File: config.mk
export PLATFORM = sky130hd
export DESIGN_NAME = spi_master
export DESIGN_NICKNAME = d
export VERILOG_FILES = /design/src/rtl/spi_master_pkg.sv /design/src/rtl/spi_clk_div.sv /design/src/rtl/spi_master.sv
export SDC_FILE = /design/constraint.sdc
export NUM_CORES = 1
export LEC_CHECK = 0
export CORE_MARGIN = 3
export CORE_UTILIZATION = 52
export CTS_CLUSTER_SIZE = 16
export DETAILED_ROUTE_END_ITERATION = 16
export GPL_ROUTABILITY_DRIVEN = 0
export PLACE_DENSITY = 0.78
export SETUP_SLACK_MARGIN = 0.05
export SLEW_MARGIN = 20
export SYNTH_ARGS = -nofsm -noshare
export SYNTH_HDL_FRONTEND = slang
export SYNTH_SLANG_ARGS = --single-unit
export TNS_END_PERCENT = 1
File: constraint.sdc
create_clock -name clk -period 4.9 [get_ports clk]
set_input_delay 1.225 -clock clk [delete_from_list [all_inputs] [get_ports clk]]
set_output_delay 1.225 -clock clk [all_outputs]
set_load 0.1 [all_outputs]
File: src/rtl/spi_master_pkg.sv
// Shared types and constants for the SPI flash read master.
// Frame layout: 8-bit opcode, 24-bit address, 32 data bits clocked in from the flash.
package spi_master_pkg;

  typedef enum logic [2:0] {
    IDLE,
    WAKE_SHIFT,
    WAKE_GAP,
    SHIFT,
    DONE
  } state_t;

  localparam logic [7:0] READ_CMD_DEF = 8'h03;
  localparam logic [7:0] WAKE_CMD_DEF = 8'hAB;

  localparam int CMD_BITS   = 8;
  localparam int ADDR_BITS  = 24;
  localparam int DATA_BITS  = 32;
  localparam int FRAME_BITS = 64;

endpackage

File: src/rtl/spi_clk_div.sv
// SCK timebase: while run is high, emits a rise_en then a fall_en pulse every HALF_PERIOD clocks.
// Dropping run rewinds the phase, so every frame starts with a full low half-period.
module spi_clk_div #(
  parameter int HALF_PERIOD = 2
) (
  input  logic clk,
  input  logic reset,
  input  logic run,
  output logic rise_en,
  output logic fall_en
);

  localparam int CW = (HALF_PERIOD > 1) ? $clog2(HALF_PERIOD) : 1;
  localparam logic [CW-1:0] LAST = CW'(HALF_PERIOD - 1);

  logic [CW-1:0] cnt;
  logic          phase;
  logic          wrap;

  assign wrap    = run && (cnt == LAST);
  assign rise_en = wrap && !phase;
  assign fall_en = wrap && phase;

  always_ff @(posedge clk or posedge reset) begin
    if (reset) begin
      cnt   <= '0;
      phase <= 1'b0;
    end else if (!run) begin
      cnt   <= '0;
      phase <= 1'b0;
    end else if (cnt == LAST) begin
      cnt   <= '0;
      phase <= ~phase;
    end else begin
      cnt <= cnt + 1'b1;
    end
  end

endmodule

File: src/rtl/spi_master.sv
// Mode-0 SPI flash master: one READ of a 32-bit word per request, with an optional
// one-time release-from-power-down command before the first read after reset.
module spi_master
  import spi_master_pkg::*;
#(
  parameter int         HALF_PERIOD = 2,
  parameter logic [7:0] READ_CMD    = READ_CMD_DEF,
  parameter bit         WAKE_EN     = 1'b1,
  parameter logic [7:0] WAKE_CMD    = WAKE_CMD_DEF,
  parameter int         WAKE_WAIT   = 64
) (
  input  logic        clk,
  input  logic        reset,
  output logic        SPI_SCK,
  output logic        SPI_SS,
  output logic        SPI_MOSI,
  input  logic        SPI_MISO,
  output logic        addr_buffer_free,
  input  logic        addr_en,
  input  logic [23:0] addr_data,
  output logic        rd_data_available,
  input  logic        rd_ack,
  output logic [31:0] rd_data
);

  localparam int             GW       = $clog2(WAKE_WAIT + 1);
  localparam logic [GW-1:0]  GAP_LAST = GW'(WAKE_WAIT - 1);
  localparam logic [5:0]     RX_FIRST = 6'(CMD_BITS + ADDR_BITS);

  state_t        state;
  logic [5:0]    bit_cnt;
  logic [31:0]   tx_sr;
  logic [23:0]   addr_q;
  logic [GW-1:0] gap_cnt;
  logic          wake_pending;
  logic          run;
  logic          rise_en;
  logic          fall_en;
  logic [5:0]    last_bit;

  assign run      = (state == SHIFT) || (state == WAKE_SHIFT);
  assign last_bit = (state == SHIFT) ? 6'(FRAME_BITS - 1) : 6'(CMD_BITS - 1);

  spi_clk_div #(
    .HALF_PERIOD(HALF_PERIOD)
  ) u_clk_div (
    .clk    (clk),
    .reset  (reset),
    .run    (run),
    .rise_en(rise_en),
    .fall_en(fall_en)
  );

  always_ff @(posedge clk or posedge reset) begin
    if (reset) begin
      state             <= IDLE;
      SPI_SS            <= 1'b1;
      SPI_SCK           <= 1'b0;
      SPI_MOSI          <= 1'b0;
      addr_buffer_free  <= 1'b1;
      rd_data_available <= 1'b0;
      rd_data           <= '0;
      wake_pending      <= 1'b1;
      bit_cnt           <= '0;
      tx_sr             <= '0;
      addr_q            <= '0;
      gap_cnt           <= '0;
    end else begin
      case (state)
        IDLE: begin
          if (addr_en) begin
            addr_buffer_free <= 1'b0;
            addr_q           <= addr_data;
            SPI_SS           <= 1'b0;
            bit_cnt          <= '0;
            if (WAKE_EN && wake_pending) begin
              state    <= WAKE_SHIFT;
              SPI_MOSI <= WAKE_CMD[7];
              tx_sr    <= {WAKE_CMD[6:0], 25'b0};
            end else begin
              state    <= SHIFT;
              SPI_MOSI <= READ_CMD[7];
              tx_sr    <= {READ_CMD[6:0], addr_data, 1'b0};
            end
          end
        end

        // tx_sr back-fills with zeros, so MOSI drops to 0 once opcode and address are out
        WAKE_SHIFT, SHIFT: begin
          if (rise_en) begin
            SPI_SCK <= 1'b1;
            if (state == SHIFT && bit_cnt >= RX_FIRST)
              rd_data <= {rd_data[30:0], SPI_MISO};
          end
          if (fall_en) begin
            SPI_SCK <= 1'b0;
            if (bit_cnt == last_bit) begin
              SPI_SS   <= 1'b1;
              SPI_MOSI <= 1'b0;
              if (state == SHIFT) begin
                state             <= DONE;
                rd_data_available <= 1'b1;
              end else begin
                state        <= WAKE_GAP;
                wake_pending <= 1'b0;
                gap_cnt      <= '0;
              end
            end else begin
              bit_cnt  <= bit_cnt + 1'b1;
              SPI_MOSI <= tx_sr[31];
              tx_sr    <= {tx_sr[30:0], 1'b0};
            end
          end
        end

        WAKE_GAP: begin
          if (gap_cnt == GAP_LAST) begin
            state    <= SHIFT;
            SPI_SS   <= 1'b0;
            bit_cnt  <= '0;
            SPI_MOSI <= READ_CMD[7];
            tx_sr    <= {READ_CMD[6:0], addr_q, 1'b0};
          end else begin
            gap_cnt <= gap_cnt + 1'b1;
          end
        end

        DONE: begin
          if (rd_ack) begin
            rd_data_available <= 1'b0;
            addr_buffer_free  <= 1'b1;
            state             <= IDLE;
          end
        end

        default: state <= IDLE;
      endcase
    end
  end

endmodule

==> results of run 1 <==
[per-stage QoR]
stage / power (uW) / setup WS [ns] / instance area, um2
floorplan: 2900 / 0.749 / 4840
global placement: 3230 / 1.43 / 5610
detailed placement: 3300 / 1.37 / 5610
CTS: 3820 / 1.60 / 5790
global route: 4020 / 1.56 / 5790
finish: 3800 / 1.62 / 5790
[sequential cells by signal, indices dropped and copies added (netlist names)]
| signal | cells |
|---|---|
| u_clk_div.cnt | 1 |
| bit_cnt | 6 |
| addr_q | 24 |
| rd_data | 32 |
| addr_buffer_free | 1 |
| SPI_SCK | 1 |
| tx_sr | 31 |
| u_clk_div.phase | 1 |
| gap_cnt | 7 |
| state | 3 |
| SPI_SS | 1 |
| wake_pending | 1 |
| rd_data_available | 1 |
| SPI_MOSI | 1 |
[placed cells by master, fill, tap and decap left out, types with 3 or more instances in the layout]
| cell | count |
|---|---|
| clkbuf_8 | 10 |
| a31oi_1 | 3 |
| nand2_1 | 16 |
| a41oi_1 | 3 |
| clkdlybuf4s50_1 | 65 |
| nand3_1 | 7 |
| buf_4 | 6 |
| mux2i_1 | 25 |
| inv_6 | 3 |
| o21ai_0 | 11 |
| dfrtp_1 | 108 |
| a22o_1 | 6 |
| a222oi_1 | 23 |
| nor2_1 | 15 |
| ha_1 | 3 |
| inv_1 | 29 |
| dfstp_2 | 3 |
| mux2_2 | 58 |
| a21oi_1 | 13 |
| clkinv_2 | 3 |
[report_power, final]
group          internal (uW)  switching, uW  leakage (uW)
Clock                    202            316     0.0000972
Sequential              1250            238       0.00139
Combinational            695           1100       0.00104
Total                   2150           1650       0.00253
[Yosys cell counts, types with 3 or more instances]
library cell / count
mux2i_1: 25
dfrtp_1: 108
mux2_2: 58
inv_1: 30
a22o_1: 6
nor3_1: 3
o21ai_0: 11
ha_1: 3
a41oi_1: 3
nor2_1: 16
clkbuf_1: 11
dfstp_2: 3
a21oi_1: 13
buf_2: 4
nand2_1: 16
a31oi_1: 3
nand3_1: 7
a222oi_1: 23
[worst paths after layout]
check / from / to / depth (start not counted)
min in group asynchronous: reset / rd_data[4]$_DFFE_PP0P_ / 2
worst max register to register: gap_cnt[0]$_DFFE_PP0P_ / tx_sr[20]$_DFFE_PP0P_ / 7
max in group asynchronous: reset / addr_buffer_free$_DFFE_PP1P_ / 3
worst min-delay path: SPI_SCK$_DFFE_PP0P_ / SPI_SCK$_DFFE_PP0P_ / 2
worst max-delay path: addr_buffer_free$_DFFE_PP1P_ / addr_buffer_free / 1
worst min register to register: SPI_SCK$_DFFE_PP0P_ / SPI_SCK$_DFFE_PP0P_ / 2
[kinds of logic after synthesis]
logic type,share of synthesized area
flops,0.575
mux,0.189
compound gates,0.126
simple gates,0.0538
buf+inv,0.0445
fa+ha+maj,0.00776
xor+xnor,0.00362
[per-layer routing]
metal	up-vias	wire length (um)
met5	-	0
met4	0	117
met3	13	486
met2	102	4750
met1	1663	4210
li1	1538	-
[area by class of cell]
| cell class | count | area (um2) |
|---|---|---|
| fillers | 686 | 3100 |
| flip-flops and latches | 111 | 2780 |
| multi-input cells | 221 | 1860 |
| repair buffers | 72 | 716 |
| clock buffers | 10 | 138 |
| well taps | 108 | 135 |
| inverters | 31 | 119 |
| clock inverters | 6 | 41.3 |
==> metrics.yaml, run 1 <==
timing:
  finalSetupViolCount: 0
  slew_headroom: 0.337
  hold_slack_ns: 0.493
  finClkSkew_ns: 0.0128
  maxSlewViolCount: 0
  post-route-min-period_ns: 3.28
  fin_setup_tns_ns: 0
  rsz0062_at_grt: "false"
  finalCritPeriodShare: 0.668
  hold_viol_final: 0
  worst_pin_slew_ns: 0.992
  fmax_ghz: 0.305
grt:
  first_global_vias: 3330
  met3_usage: 0.0451
  grt_pass1_wl_mm: 15.8
  grt.total_usage: 0.190
  grt_max_degree: 58
  met2_usage: 0.305
  antenna_found_initial: 0
  busiest_layer: "met2"
  use_met1: 0.254
  overflow: 0
worst_setup_path:
  required_ns: 3.67
  startpoint_type: "register"
  crit_chain: "clkdlybuf4s50_1"
  critPathArrivalTime_ns: 2.05
  endpoint_kind: "output pin"
  critPathKind: "register to output pin"
  slowest_stage: "clkdlybuf4s50_1"
  worst-r2r-setup-slack_ns: 1.98
  critical-path-max-stage-delay_ns: 1.12
  path_buf_inv: 1
  path_delay_family: "buffers and inverters"
  worst-path-max-fanout: 3
clock_network:
  tritoncts: "yes"
  cts_resized: 0
  cts_setup_buffers: 0
  cts_hold_buffers: 0
  cts_buffers: 9
  insertion_delay_ns: 0.37
  htreeDepth: 3
  root_buffer: "clkbuf_8"
  clk_path_buf_depth: 2
  clkTransAtPathRegs_ns: 0.11
  cts_sinks: 111
synth:
  syn_area_um2: 4840
  ys_seq_area_frac: 0.575
  ys_types: 46
  synth_warnings: 0
  postSynthCellCount: 382
  synthArstFlopShare: 1.00
  avgSynthCellArea_um2: 12.7
  ys.flop_type: "dfrtp_1"
  synth_top_area_cell: "dfrtp_1"
  synth-edff-count: 0
  synth_area_leaders: "dfrtp_1 56%, mux2_2 14%, mux2i_1 5.2%, a222oi_1 4.8%, inv_1 2.3%"
  synth_top_cell_area_share: 0.559
  ys_ff_latch: 111
  syn_nets: 414
routing:
  num_vias: 3316
  via_per_inst: 5.93
  firstDrtPassIters: 8
  drtIter0Drc: 234
  ant_nets: 0
  wire_per_inst_um: 17.1
  drc: 0
  routed_wirelength_mm: 9.57
place:
  port_buffers: 65
  dp_hpwl_mm: 6.42
  dp_cells: 543
min_path:
  hp-class: "register to register"
cells_and_area:
  final_core_util: 0.651
  synthToLayoutAreaGrowth_pct: 19.8
  antenna_cells: 0
  fin_nets: 478
  instances_no_fill: 559
  drive_gt1_frac: 0.206
floorplan:
  die_y_um: 102
  rows: 34
  ios: 66
  dieArea_um2: 10500
  coreArea_um2: 8890
  initial_core_util: 0.544
  die_x_um: 102
pwr:
  irDropWorstVdd_mv: 0.284
  powerDensity_nw_per_um2: 655
  p_leak_uw: 0.00253
job:
  drv_cap: 0
outcome:
  status: "completed"
Note: power is estimated with default switching activity, not from simulation.
==> run 2, diff against run 1 <==
==> constraint.sdc (replaced) <==
create_clock -name clk -period 3.15 [get_ports clk]
set_input_delay 0.7875 -clock clk [delete_from_list [all_inputs] [get_ports clk]]
set_output_delay 0.7875 -clock clk [all_outputs]
set_load 0.1 [all_outputs]
==> run 2 against run 1 <==
Register-to-register slack got worse by 1.4 ns. Largest power group unchanged. Worst hold slack worse by 0.0069 ns. Via count up 0.51%. First-iteration DRC count up 12%. Critical path depth increased by 6. Clock power rose by 45%. Design area down 0.91%. Critical path type is now register to register.
==> metrics.yaml, run 2 (synthesis gave the netlist of run 1 again) <==
routing:
  ant_nets: 0  # unchanged
  wire_per_inst_um: 16.9  # was 17.1 um
  drtIter0Drc: 262  # was 234
  routed_wirelength_mm: 9.55  # was 9.57 mm
  via_per_inst: 5.89  # was 5.93
  num_vias: 3333  # was 3316
  firstDrtPassIters: 8  # unchanged
  drc: 0  # unchanged
min_path:
  hold_path_startpoint: "wake_pending$_DFFE_PP1P_"  # was SPI_SCK$_DFFE_PP0P_
  hp-class: "register to register"  # unchanged
  holdPathStages: 1  # was 2
  holdPathEnd: "wake_pending$_DFFE_PP1P_"  # was SPI_SCK$_DFFE_PP0P_
timing:
  finalSetupViolCount: 0  # unchanged
  hold_viol_final: 0  # unchanged
  fin_setup_tns_ns: 0  # unchanged
  fmax_ghz: 0.391
  hold_slack_ns: 0.486  # was 0.493 ns
  worst_pin_slew_ns: 0.730  # was 0.992 ns
  finalCritPeriodShare: 0.812
  slew_headroom: 0.511  # was 0.337
  rsz0062_at_grt: "false"  # unchanged
  post-route-min-period_ns: 2.56
  maxSlewViolCount: 0  # unchanged
  finClkSkew_ns: 0.00856  # was 0.0128 ns
clock_network:
  root_buffer: "clkbuf_8"  # unchanged
  cts_buffers: 9  # unchanged
  cts_sinks: 111  # unchanged
  insertion_delay_ns: 0.36  # was 0.37 ns
  cts_setup_buffers: 0  # unchanged
  cts_hold_buffers: 0  # unchanged
  cts_resized: 0  # unchanged
  clk_path_buf_depth: 2  # unchanged
  htreeDepth: 3  # unchanged
  clkTransAtPathRegs_ns: 0.10  # was 0.11 ns
  tritoncts: "yes"  # unchanged
grt:
  grt_pass1_wl_mm: 16.1  # was 15.8 mm
  overflow: 0  # unchanged
  first_global_vias: 3310  # was 3330
  antenna_found_initial: 0  # unchanged
  grt_max_degree: 34  # was 58
  grt.total_usage: 0.195  # was 0.190
floorplan:
  die_y_um: 102  # unchanged
  dieArea_um2: 10500  # unchanged
  ios: 66  # unchanged
  initial_core_util: 0.544  # unchanged
  rows: 34  # unchanged
  coreArea_um2: 8890  # unchanged
  die_x_um: 102  # unchanged
worst_setup_path:
  r2r_end: "tx_sr[8]$_DFFE_PP0P_"  # was tx_sr[20]$_DFFE_PP0P_
  worst-r2r-setup-slack_ns: 0.59  # was 1.98 ns
  critPathKind: "register to register"  # was register to output pin
  ff2ff_path_depth: 7  # unchanged
  required_ns: 3.43  # was 3.67 ns
  startpoint_type: "register"  # unchanged
  worst-path-max-fanout: 9  # was 3
  critPathArrivalTime_ns: 2.84  # was 2.05 ns
  r2r-start: "gap_cnt[0]$_DFFE_PP0P_"  # unchanged
  endpoint_kind: "register"  # was output pin
pwr:
  pwr-share-comb: 0.477  # was 0.472
  switchingPower_uw: 2550  # was 1650 uW
  switching_share: 0.434  # was 0.435
  total_power_uw: 5870  # was 3800 uW
  irDropWorstVdd_mv: 0.447  # was 0.284 mV
  powerDensity_nw_per_um2: 1020  # was 655 nW/um2
  p_leak_uw: 0.00260  # was 0.00253 uW
  power.internal_uw: 3320  # was 2150 uW
  power_frac_seq: 0.394  # was 0.391
  power_frac_clock: 0.128  # was 0.137
outcome:
  status: "completed"  # unchanged
cells_and_area:
  multi_input_area_um2: 1860  # unchanged
  drive_gt1_frac: 0.295  # was 0.206
  fin_nets: 485  # was 478
  synthToLayoutAreaGrowth_pct: 18.7  # was 19.8%
  layout_commonest_cell: "dfrtp_1"  # unchanged
  largestRegisters: "rd_data (32), tx_sr (31), addr_q (24)"  # unchanged
  largest-register: "rd_data"  # unchanged
  layout_common_cells: "108 x dfrtp_1, 58 x mux2_2, 50 x buf_4"  # was 108 x dfrtp_1, 65 x clkdlybuf4s50_1, 58 x mux2_2
  num-fill-cells: 701  # was 686
  largest_reg_flops: 32  # unchanged
  ff_latch_area_um2: 2780  # unchanged
  antenna_cells: 0  # unchanged
place:
  port_buffers: 65  # unchanged
  dp_hpwl_mm: 6.56  # was 6.42 mm
job:
  drv_cap: 0  # unchanged
-- run 2: cell types whose count changed in the layout (fill, tap and decap cells not counted) --
cell,previous run,this run
buf_4,6,50
clkbuf_1,0,2
clkbuf_8,10,9
clkdlybuf4s50_1,65,28
clkinv_2,3,2
clkinvlp_4,0,3
inv_4,1,0
inv_6,3,1
-- run 2: power by group through the flow --
stage	Clock [uW]	Sequential (uW)	Combinational [uW]
2_1_floorplan	0	2970	1540
3_3_place_gp	0	2310	2740
3_5_place_dp	0	2330	2820
4_1_cts	785	2310	2820
5_1_grt	845	2380	3030
6_report	754	2310	2800
-- run 2: worst max path at each step --
| stage | startpoint | to |
|---|---|---|
| floorplan | gap_cnt[0]$_DFFE_PP0P_ | tx_sr[1]$_DFFE_PP0P_ |
| global placement | addr_en | tx_sr[6]$_DFFE_PP0P_ |
| detailed placement | addr_en | tx_sr[8]$_DFFE_PP0P_ |
| CTS | gap_cnt[0]$_DFFE_PP0P_ | tx_sr[8]$_DFFE_PP0P_ |
| global route | gap_cnt[0]$_DFFE_PP0P_ | tx_sr[7]$_DFFE_PP0P_ |
| finish | gap_cnt[0]$_DFFE_PP0P_ | tx_sr[8]$_DFFE_PP0P_ |
-- run 2: layer usage --
layer | routed length [um] | global-route usage
met5 | 0 | 0
met4 | 106 | 0.0575
met3 | 438 | 0.0369
met2 | 4720 | 0.305
met1 | 4280 | 0.277
-- run 2: area by class of cell --
type                       count  share of cell area
multi-input combinational    221               0.324
sequential                   111               0.485
clock buffer                  11              0.0229
timing repair buffer          79               0.118
tap                          108              0.0235
clock inverter                 5             0.00589
inverter                      31              0.0209
-- run 2: worst max-delay path, cell delays in order (launching register included) --
cell,delay (ns)
dfrtp_1,0.39
ha_1,0.22
nand3_2,0.13
or4_1,0.51
a221o_1,0.41
a21oi_4,0.33
buf_4,0.26
mux2i_1,0.21
-- run 2: through the flow --
stage / util / worst slack, ns / cells / area (um2)
final: 0.646 / 0.591 / 566 / 5740
after CTS: 0.646 / 0.573 / 566 / 5740
after global routing: 0.646 / 0.425 / 566 / 5740
after global placement: 0.627 / 0.456 / 550 / 5570
after detailed placement: 0.627 / 0.379 / 550 / 5570
after floorplan: - / 0.911 / 382 / 4840
==> run 3, diff against run 2 <==
--- a/config.mk
+++ b/config.mk
@@ -6,11 +6,11 @@
 export NUM_CORES = 1
 export LEC_CHECK = 0
 export CORE_MARGIN = 3
-export CORE_UTILIZATION = 52
+export CORE_UTILIZATION = 49
 export CTS_CLUSTER_SIZE = 16
 export DETAILED_ROUTE_END_ITERATION = 16
 export GPL_ROUTABILITY_DRIVEN = 0
-export PLACE_DENSITY = 0.78
+export PLACE_DENSITY = 0.77
 export SETUP_SLACK_MARGIN = 0.05
 export SLEW_MARGIN = 20
 export SYNTH_ARGS = -nofsm -noshare
==> constraint.sdc (replaced) <==
create_clock -name clk -period 2.2 [get_ports clk]
set_input_delay 0.55 -clock clk [delete_from_list [all_inputs] [get_ports clk]]
set_output_delay 0.55 -clock clk [all_outputs]
set_load 0.1 [all_outputs]
==> run 3 against run 2 <==
Sequential power grew 42%. Die area grew 5.8%. Design area grew 7.9%. Via count grew 4.4%. Combinational power grew 72%. Global-route usage shrank 0.15 points. Fmax grew 13%. Worst setup slack lost 0.66 ns. Clock-buffer cell count shrank 1. Register-to-register slack lost 0.66 ns. Clock skew grew 0.0059 ns. The flow now finishes with violations (setup timing). Non-clock buffer count grew 22. Largest power group unchanged.
==> metrics.yaml, run 3 (synthesis gave the netlist of run 1 again) <==
routing:
  wire_per_inst_um: 16.7  # was 16.9 um
  drtIter0Drc: 242  # was 262
  num_vias: 3481  # was 3333
  via_per_inst: 5.72  # was 5.89
  drc: 0  # unchanged
  ant_nets: 0  # unchanged
  routed_wirelength_mm: 10.2  # was 9.55 mm
  firstDrtPassIters: 6  # was 8
clock_network:
  clkTransAtPathRegs_ns: 0.11  # was 0.10 ns
  insertion_delay_ns: 0.37  # was 0.36 ns
  tritoncts: "yes"  # unchanged
  htreeDepth: 3  # unchanged
  cts_buffers: 9  # unchanged
  clk_path_buf_depth: 2  # unchanged
  root_buffer: "clkbuf_8"  # unchanged
  cts_sinks: 111  # unchanged
  cts_hold_buffers: 0  # unchanged
worst_setup_path:
  worst-path-max-fanout: 5  # was 9
  r2r-start: "gap_cnt[1]$_DFFE_PP0P_"  # was gap_cnt[0]$_DFFE_PP0P_
  r2r_end: "tx_sr[7]$_DFFE_PP0P_"  # was tx_sr[8]$_DFFE_PP0P_
  required_ns: 2.49  # was 3.43 ns
  startpoint_type: "register"  # unchanged
  critPathKind: "register to register"  # unchanged
  ff2ff_path_depth: 9  # was 7
  worst-r2r-setup-slack_ns: -0.06  # was 0.59 ns
  endpoint_kind: "register"  # unchanged
  critPathArrivalTime_ns: 2.56  # was 2.84 ns
timing:
  post-route-min-period_ns: 2.26  # was 2.56 ns
  rsz0062_at_grt: "true"  # was false
  worst_slack_ns: -0.0646  # was 0.591 ns
  hold_viol_final: 0  # unchanged
  maxSlewViolCount: 0  # unchanged
  slew_headroom: 0.601  # was 0.511
  finalCritPeriodShare: 1.03  # was 0.812
  finalSetupViolCount: 22  # was 0
  fin_setup_tns_ns: -0.680  # was 0 ns
  fmax_ghz: 0.442  # was 0.391 GHz
  finClkSkew_ns: 0.0144  # was 0.00856 ns
  worst_pin_slew_ns: 0.593  # was 0.730 ns
grt:
  first_global_vias: 3553  # was 3310
  use_met1: 0.254  # was 0.277
  met3_usage: 0.0263  # was 0.0369
  busiest_layer: "met2"  # unchanged
  antenna_found_initial: 0  # unchanged
  grt.total_usage: 0.193  # was 0.195
  met2_usage: 0.330  # was 0.305
  grt_max_degree: 37  # was 34
  grt_pass1_wl_mm: 17.4  # was 16.1 mm
  overflow: 0  # unchanged
cells_and_area:
  largestRegisters: "rd_data (32), tx_sr (31), addr_q (24)"  # unchanged
  largest_reg_flops: 32  # unchanged
  layout_common_cells: "107 x dfrtp_1, 60 x buf_4, 58 x mux2_2"  # was 108 x dfrtp_1, 58 x mux2_2, 50 x buf_4
  num-fill-cells: 715  # was 701
  layout_commonest_cell: "dfrtp_1"  # unchanged
  fin_nets: 507  # was 485
  synthToLayoutAreaGrowth_pct: 28.0  # was 18.7%
  drive_gt1_frac: 0.344  # was 0.295
  largest-register: "rd_data"  # unchanged
  instances_no_fill: 609  # was 566
  antenna_cells: 0  # unchanged
  final_core_util: 0.658  # was 0.646
floorplan:
  die_y_um: 105  # was 102 um
  dieArea_um2: 11100  # was 10500 um2
  initial_core_util: 0.514  # was 0.544
  die_x_um: 105  # was 102 um
  coreArea_um2: 9420  # was 8890 um2
  ios: 66  # unchanged
  rows: 35  # was 34
outcome:
  status: "finished with violations"  # was completed
  violations: "setup timing"
min_path:
  holdPathEnd: "SPI_SCK$_DFFE_PP0P_"  # was wake_pending$_DFFE_PP1P_
  holdPathStages: 2  # was 1
  hold_path_startpoint: "SPI_SCK$_DFFE_PP0P_"  # was wake_pending$_DFFE_PP1P_
  hp-class: "register to register"  # unchanged
place:
  dp_cells: 582  # was 550
  dp_hpwl_mm: 6.75  # was 6.56 mm
  port_buffers: 65  # unchanged
pwr:
  p_leak_uw: 0.00280  # was 0.00260 uW
  irDropWorstVdd_mv: 1.14  # was 0.447 mV
  powerDensity_nw_per_um2: 1540  # was 1020 nW/um2
job:
  drv_cap: 0  # unchanged
run 3: final cells by class:
type / count / area [um2] / area share
multi-input cells: 221 / 1890 / 0.305
repair buffers: 101 / 993 / 0.160
inverters: 31 / 120 / 0.0194
well taps: 129 / 161 / 0.0261
flip-flops and latches: 111 / 2780 / 0.449
clock buffers: 10 / 128 / 0.0206
clock inverters: 6 / 116 / 0.0188
run 3: metrics by stage:
step / total power [uW] / instance area [um2] / worst slack, ns / hold slack, ns
after floorplan: 6460 / 4840 / -0.0391 / 0.456
after detailed placement: 7600 / 5770 / -0.0849 / 0.476
after global placement: 7450 / 5770 / -0.0360 / 0.471
final: 9550 / 6190 / -0.0646 / 0.491
after global routing: 10100 / 6190 / -0.133 / 0.503
after CTS: 9510 / 6160 / -0.0549 / 0.495
run 3: what timing repair did:
item	in CTS	in global routing
resized for setup	7	4
endpoints found under the setup margin	29	35
cloned	2	0
buffers inserted	6	3
endpoints found under the hold margin	0	0
pin swaps	3	2
run 3: how the worst max path moves through the flow:
stage | startpoint | to | slack, ns | cells after the start
final | gap_cnt[1]$_DFFE_PP0P_ | tx_sr[7]$_DFFE_PP0P_ | -0.06 | 9
after global routing | gap_cnt[1]$_DFFE_PP0P_ | tx_sr[12]$_DFFE_PP0P_ | -0.13 | 9
after floorplan | gap_cnt[0]$_DFFE_PP0P_ | tx_sr[1]$_DFFE_PP0P_ | -0.04 | 7
after global placement | addr_en | tx_sr[20]$_DFFE_PP0P_ | -0.04 | 6
after detailed placement | addr_en | tx_sr[18]$_DFFE_PP0P_ | -0.08 | 6
after CTS | gap_cnt[1]$_DFFE_PP0P_ | tx_sr[12]$_DFFE_PP0P_ | -0.05 | 9
run 3: worst max-delay path, cell delays in order, from the launching register on:
cell	delay (ns)
dfrtp_1	0.37
ha_2	0.20
nand3_2	0.08
or4_4	0.44
a221o_1	0.37
a21oi_4	0.21
buf_6	0.14
buf_12	0.10
buf_16	0.11
mux2i_1	0.18
run 3: where the power goes:
group          switching (uW)  leakage, uW  internal (uW)  total [uW]
Clock                     690     0.000121            766        1460
Sequential                491      0.00139           2780        3270
Combinational            2690      0.00129           2130        4820
Total                    3870      0.00280           5680        9550
run 3: layer usage:
| layer | wire [um] | vias to the layer above |
|---|---|---|
| met2 | 5240 | 103 |
| li1 | - | 1600 |
| met3 | 427 | 15 |
| met1 | 4420 | 1763 |
| met5 | 0 | - |
| met4 | 106 | 0 |
